===== config.mk =====
export PLATFORM = sky130hd
export DESIGN_NAME = spi_reg_master
export DESIGN_NICKNAME = d
export VERILOG_FILES = /design/src/rtl/spi_reg_master.sv
export SDC_FILE = /design/constraint.sdc
export NUM_CORES = 1
export LEC_CHECK = 0
export BUFFER_PORTS_ARGS = -buffer_cell sky130_fd_sc_hd__buf_2
export CAP_MARGIN = 30
export CORE_UTILIZATION = 40
export CTS_CLUSTER_DIAMETER = 80
export CTS_CLUSTER_SIZE = 30
export DETAILED_ROUTE_END_ITERATION = 8
export GPL_TIMING_DRIVEN = 1
export PLACE_DENSITY_LB_ADDON = 0.2
export SETUP_SLACK_MARGIN = 0.02
export SYNTH_ARGS = -nofsm -noshare
export SYNTH_HDL_FRONTEND = slang
export SYNTH_SLANG_ARGS = --single-unit
export TNS_END_PERCENT = 20

===== constraint.sdc =====
create_clock -name i_clk125 -period 2.1 [get_ports i_clk125]
set_clock_uncertainty 0.05 [all_clocks]
set_input_delay 0.525 -clock i_clk125 [delete_from_list [all_inputs] [get_ports i_clk125]]
set_output_delay 0.525 -clock i_clk125 [all_outputs]
set_load 0.01 [all_outputs]

===== src/rtl/spi_reg_master.sv =====
// SPI mode-0 register master: serialises {addr, data} frames to one of NUM_CS slaves
// on a shared SCLK/MOSI/MISO bus, one request at a time, with a one-cycle response pulse.
//
// state | meaning
// IDLE  | ready for a request; response pulse is issued on the first IDLE cycle
// SHIFT | 2N half-periods of SCLK, CS low (unless cs index is invalid)
// HOLD  | one half-period with SCLK/MOSI low, CS still low
// GAP   | GAP_HP half-periods with every CS high
module spi_reg_master #(
   parameter int ADDR_W    = 8,
   parameter int DATA_W    = 8,
   parameter int NUM_CS    = 2,
   parameter int CLK_DIV   = 4,
   parameter int GAP_HP    = 2,
   parameter bit RD_BIT_EN = 1'b1,
   localparam int CS_W     = (NUM_CS > 1) ? $clog2(NUM_CS) : 1
) (
   input  logic              i_clk125,
   input  logic              i_srst,
   input  logic              i_req_valid,
   output logic              o_req_ready,
   input  logic              i_req_rd,
   input  logic [CS_W-1:0]   i_req_cs,
   input  logic [ADDR_W-1:0] i_req_addr,
   input  logic [DATA_W-1:0] i_req_wdata,
   output logic              o_rsp_valid,
   output logic [DATA_W-1:0] o_rsp_rdata,
   output logic              o_rsp_err,
   output logic              o_busy,
   output logic [NUM_CS-1:0] o_cs_n,
   output logic              o_sclk,
   output logic              o_mosi,
   input  logic              i_miso
);

   localparam int N      = ADDR_W + DATA_W;
   localparam int HP_MAX = (2 * N > GAP_HP) ? 2 * N : GAP_HP;
   localparam int HP_W   = $clog2(HP_MAX + 1);
   localparam int DIV_W  = $clog2(CLK_DIV);

   localparam logic [DIV_W-1:0] DIV_TC        = DIV_W'(CLK_DIV - 1);
   localparam logic [HP_W-1:0]  HP_SHIFT_LAST = HP_W'(2 * N - 1);
   localparam logic [HP_W-1:0]  HP_DATA_FIRST = HP_W'(2 * ADDR_W);
   localparam logic [HP_W-1:0]  HP_GAP_LAST   = HP_W'(GAP_HP - 1);
   localparam logic [31:0]      NUM_CS_U      = NUM_CS;

   typedef enum logic [1:0] {S_IDLE, S_SHIFT, S_HOLD, S_GAP} state_t;

   state_t              r_state, w_state_nxt;
   logic [DIV_W-1:0]    r_div, w_div_nxt;
   logic [HP_W-1:0]     r_hp, w_hp_nxt;
   logic [N-1:0]        r_tx, w_tx_nxt;
   logic [DATA_W-1:0]   r_rx, w_rx_nxt;
   logic                r_rd, w_rd_nxt;
   logic                r_err, w_err_nxt;
   logic [NUM_CS-1:0]   r_cs_n, w_cs_n_nxt;
   logic                r_sclk, w_sclk_nxt;
   logic                r_mosi, w_mosi_nxt;
   logic                r_rsp_valid, w_rsp_valid_nxt;
   logic [DATA_W-1:0]   r_rsp_rdata, w_rsp_rdata_nxt;
   logic                r_rsp_err, w_rsp_err_nxt;
   logic                r_busy;
   logic                r_ready;

   logic                w_tick;
   logic                w_cs_ok;
   logic [NUM_CS-1:0]   w_sel_req;
   logic [ADDR_W-1:0]   w_addr_mod;
   logic [N-1:0]        w_tx_word;

   assign w_tick  = (r_div == DIV_TC);
   assign w_cs_ok = (32'(i_req_cs) < NUM_CS_U);

   // An out-of-range index keeps every CS high while the frame timing still runs.
   assign w_sel_req = w_cs_ok ? ~(NUM_CS'(1) << i_req_cs) : '1;

   always_comb begin
      w_addr_mod = i_req_addr;
      if (RD_BIT_EN) w_addr_mod[ADDR_W-1] = i_req_rd;
      w_tx_word = {w_addr_mod, (i_req_rd ? {DATA_W{1'b0}} : i_req_wdata)};
   end

   always_comb begin
      w_state_nxt     = r_state;
      w_div_nxt       = r_div;
      w_hp_nxt        = r_hp;
      w_tx_nxt        = r_tx;
      w_rx_nxt        = r_rx;
      w_rd_nxt        = r_rd;
      w_err_nxt       = r_err;
      w_cs_n_nxt      = r_cs_n;
      w_sclk_nxt      = r_sclk;
      w_mosi_nxt      = r_mosi;
      w_rsp_valid_nxt = 1'b0;
      w_rsp_rdata_nxt = r_rsp_rdata;
      w_rsp_err_nxt   = 1'b0;

      if (r_state != S_IDLE) w_div_nxt = w_tick ? '0 : r_div + DIV_W'(1);

      case (r_state)
         S_IDLE: begin
            if (i_req_valid) begin
               w_state_nxt = S_SHIFT;
               w_div_nxt   = '0;
               w_hp_nxt    = '0;
               w_tx_nxt    = w_tx_word;
               w_rx_nxt    = '0;
               w_rd_nxt    = i_req_rd;
               w_err_nxt   = ~w_cs_ok;
               w_cs_n_nxt  = w_sel_req;
               w_sclk_nxt  = 1'b0;
               w_mosi_nxt  = w_tx_word[N-1];
            end
         end
         S_SHIFT: begin
            if (w_tick) begin
               // Odd half-periods are SCLK high; the last cycle of each one samples MISO.
               if (r_hp[0] && (r_hp >= HP_DATA_FIRST))
                  w_rx_nxt = (r_rx << 1) | DATA_W'(i_miso);
               if (r_hp == HP_SHIFT_LAST) begin
                  w_state_nxt = S_HOLD;
                  w_sclk_nxt  = 1'b0;
                  w_mosi_nxt  = 1'b0;
               end else begin
                  w_hp_nxt = r_hp + HP_W'(1);
                  if (!r_hp[0]) begin
                     w_sclk_nxt = 1'b1;
                  end else begin
                     w_sclk_nxt = 1'b0;
                     w_tx_nxt   = r_tx << 1;
                     w_mosi_nxt = r_tx[N-2];
                  end
               end
            end
         end
         S_HOLD: begin
            if (w_tick) begin
               w_state_nxt = S_GAP;
               w_hp_nxt    = '0;
               w_cs_n_nxt  = '1;
            end
         end
         S_GAP: begin
            if (w_tick) begin
               if (r_hp == HP_GAP_LAST) begin
                  w_state_nxt     = S_IDLE;
                  w_rsp_valid_nxt = 1'b1;
                  w_rsp_err_nxt   = r_err;
                  w_rsp_rdata_nxt = r_rd ? r_rx : '0;
               end else begin
                  w_hp_nxt = r_hp + HP_W'(1);
               end
            end
         end
         default: w_state_nxt = S_IDLE;
      endcase
   end

   always_ff @(posedge i_clk125) begin
      if (i_srst) begin
         r_state     <= S_IDLE;
         r_div       <= '0;
         r_hp        <= '0;
         r_tx        <= '0;
         r_rx        <= '0;
         r_rd        <= 1'b0;
         r_err       <= 1'b0;
         r_cs_n      <= '1;
         r_sclk      <= 1'b0;
         r_mosi      <= 1'b0;
         r_rsp_valid <= 1'b0;
         r_rsp_rdata <= '0;
         r_rsp_err   <= 1'b0;
         r_busy      <= 1'b0;
         r_ready     <= 1'b1;
      end else begin
         r_state     <= w_state_nxt;
         r_div       <= w_div_nxt;
         r_hp        <= w_hp_nxt;
         r_tx        <= w_tx_nxt;
         r_rx        <= w_rx_nxt;
         r_rd        <= w_rd_nxt;
         r_err       <= w_err_nxt;
         r_cs_n      <= w_cs_n_nxt;
         r_sclk      <= w_sclk_nxt;
         r_mosi      <= w_mosi_nxt;
         r_rsp_valid <= w_rsp_valid_nxt;
         r_rsp_rdata <= w_rsp_rdata_nxt;
         r_rsp_err   <= w_rsp_err_nxt;
         r_busy      <= (w_state_nxt != S_IDLE);
         r_ready     <= (w_state_nxt == S_IDLE);
      end
   end

   assign o_req_ready = r_ready;
   assign o_busy      = r_busy;
   assign o_rsp_valid = r_rsp_valid;
   assign o_rsp_rdata = r_rsp_rdata;
   assign o_rsp_err   = r_rsp_err;
   assign o_cs_n      = r_cs_n;
   assign o_sclk      = r_sclk;
   assign o_mosi      = r_mosi;

endmodule


==> run_results.csv <==
group,metric,value,unit
clocking,cts-root-buf,"clkbuf_8",
worst_setup_path,critical_path_class,"reg2reg",
worst_setup_path,crit_fanout,11,
placement,hpwlAfterDp,3498,um
outcome,status,"completed",
layout,drive_above_1_share,27.10,%
layout,finalNonFillerCells,382,
yosys,syn_avg_cell_area,8.865,um2
worst_setup_path,cp.required,2.29,ns
worst_setup_path,critPathArrivalTime,2.01,ns
drt,drt_wl_total,5037,um
yosys,synthDistinctLibCells,47,
drt,postRouteAntennaNets,0,
job,drv_cap,0,
drt,viasPerCell,5.270,
yosys,async_reset_ff_share,0,%
clocking,clkTransAtPathRegs,0.10,ns
layout,antenna_cells,0,
die,rows,27,
timing,worst_hold_slack,0.4141,ns
timing,maxClockFrequency,0.5497,GHz
grt,grt_first_pass_wirelength,8542,um
timing,finalCriticalPeriod,1.819,ns
clocking,htreeDepth,2,
clocking,ctsResizeCount,0,
layout,final_nets,334,
clocking,postCtsSetupRepairBufs,0,
layout,fill_cells,552,
hold_path,whs_path_depth,2,
yosys,syn-num-nets,294,
timing,period_share,86.63,%
timing,hold_viol,0,
yosys,ys_top_cells_by_area,"dfxtp_1, mux2_2, a21oi_1, nand2_1, nand2b_1",
worst_setup_path,r2r-end,"r_hp[4]",
clocking,holdBufCountCts,0,
placement,io_buffers,35,
hold_path,worstHoldStart,"i_req_cs",
drt,dr.pass1.iters,4,
clocking,cts_tree,"done",
grt,grt_pass1_vias,1759,
placement,dp_cells,374,
yosys,ys_seq_area_share,41.13,%
pwr,vdd_drop_max,291.4,uV
die,initial_core_util,42.27,%
clocking,cts.path.max_buffers,2,
timing,rsz0062_at_grt,"false",
layout,regArea,980.9,um2
die,die_h,79.22,um
timing,setup_viol,0,
yosys,yosysTopAreaCell,"dfxtp_1",
timing,worst_slack,0.2808,ns
clocking,clk_latency,0.31,ns
yosys,syn_area,2385,um2
yosys,synth_common_cells,"dfxtp_1, nand2_1, a21oi_1",
worst_setup_path,crit_start,"r_div[0]",
hold_path,hold_class,"in2reg",
worst_setup_path,reg2reg_from,"r_div[0]",
die,ios,38,
pwr,p_leak,1.120,nW
yosys,synth_ff_type,"dfxtp_1",
yosys,synth.most_common_cell,"dfxtp_1",
layout,multiInputGateArea,1270,um2
die,dieWidth,79.22,um
yosys,yosysTopAreaCellShare,41.13,%
layout,utilization,49.52,%
hold_path,min_to,"o_cs_n[1]",
drt,wl_per_cell,13.19,um
clocking,cts_sinks,49,
worst_setup_path,worstSetupStartpointType,"flop",
layout,syn2layout_area_growth,17.16,%
yosys,synth_edf_count,0,
placement,gp_congestion,0.8782,
die,core,5642,um2
die,die_area,6275,um2
drt,drt_iter0_markers,160,
yosys,ys_seq_elements,49,
timing,tns,0,ns
timing,report.final.slew_viol_count,0,
worst_setup_path,rr_worst_depth,6,
worst_setup_path,critPathCaptureType,"flop",
placement,pre_cts_ws,0.1922,ns
yosys,ys_warn_count,0,
grt,antenna_found_initial,0,
yosys,synth_cells,269,
worst_setup_path,rrSetupSlack,0.28,ns
grt,grt_overflow,0,
pwr,powerDensity,634.5,nW/um2
clocking,numCtsBuffers,5,
grt,grt_max_degree,21,
drt,vias,2013,
grt,grtUsageTotal,17.20,%
drt,drc,0,
-- sequential cells by signal, summed over array words and instances, names as in the netlist --
name	flops
o_busy	1
o_cs_n	2
o_mosi	1
o_req_ready	1
o_rsp_rdata	8
o_rsp_valid	1
o_sclk	1
r_div	2
r_hp	6
r_rd	1
r_rx	8
r_state	2
r_tx	15
-- cell families (layout without fill, tap and decap cells) --
group	Yosys count	count (layout)	share of synthesized area, %
multiplexers	23	23	10.76
flip-flops	49	49	41.13
other	1	1	0.1572
AO/OA/AOI/OAI	65	65	18.31
adder cells (fa/ha/maj)	3	3	1.574
buffers and inverters	26	67	5.719
AND/OR/NAND/NOR	102	102	22.35
-- through the flow --
| step | total power [W] | area, um2 |
|---|---|---|
| 2_1_floorplan | 0.001132 | 2385 |
| 4_1_cts | 0.001790 | 2791 |
| 5_1_grt | 0.001863 | 2794 |
| 3_5_place_dp | 0.001203 | 2696 |
| 3_3_place_gp | 0.001200 | 2696 |
| 6_report | 0.001773 | 2794 |
-- layer usage --
metal | vias to the layer above | global-route usage [%] | part of all wire [%]
met5 | - | 0 | 0
met4 | 0 | 4.364 | 0.48
met3 | 2 | 3.448 | 3.6
met2 | 36 | 26.12 | 43
met1 | 941 | 24.68 | 53
li1 | 1034 | - | -
-- critical path, cell delays in order, from the launching register on --
cell	delay [ns]
dfxtp_1	0.38
ha_2	0.32
nand2_1	0.11
buf_4	0.15
a41oi_1	0.39
o21ai_0	0.17
a31oi_1	0.18
-- power by group --
group	switching, W	internal, W
registers	0.0000122	0.000953
logic	0.000113	0.000103
clock network	0.000349	0.000243
-- cells in the final DEF (no fill, tap or decap), types with 3 or more instances in the layout --
master / instances
dfxtp_1: 49
buf_2: 35
nand2_1: 32
a21oi_1: 24
buf_4: 16
nand2b_1: 13
mux2_2: 13
nand3_1: 11
nor2_1: 11
a22o_1: 9
nor2b_1: 9
mux2i_1: 8
nand3b_1: 8
nand4_1: 7
o21ai_0: 7
inv_1: 5
clkbuf_8: 5
a31oi_1: 4
nor3_1: 4
o21ai_1: 3
-- cell type report --
| class | instances | area share, % |
|---|---|---|
| flip-flops and latches | 49 | 35.11 |
| clock buffers | 5 | 2.463 |
| inverters | 6 | 0.8061 |
| well taps | 72 | 3.224 |
| multi-input cells | 194 | 45.45 |
| repair buffers | 53 | 12.00 |
| clock inverters | 3 | 0.9404 |
-- how the worst max path moves through the flow --
stage / slack [ns] / depth (start not counted) / end
floorplan: 0.27 / 7 / r_tx[6]
global placement: 0.22 / 6 / r_hp[4]
detailed placement: 0.19 / 6 / r_hp[4]
CTS: 0.15 / 6 / r_hp[4]
global route: 0.07 / 6 / r_hp[4]
finish: 0.28 / 6 / r_hp[4]
Note: power is estimated with default switching activity, not from simulation.
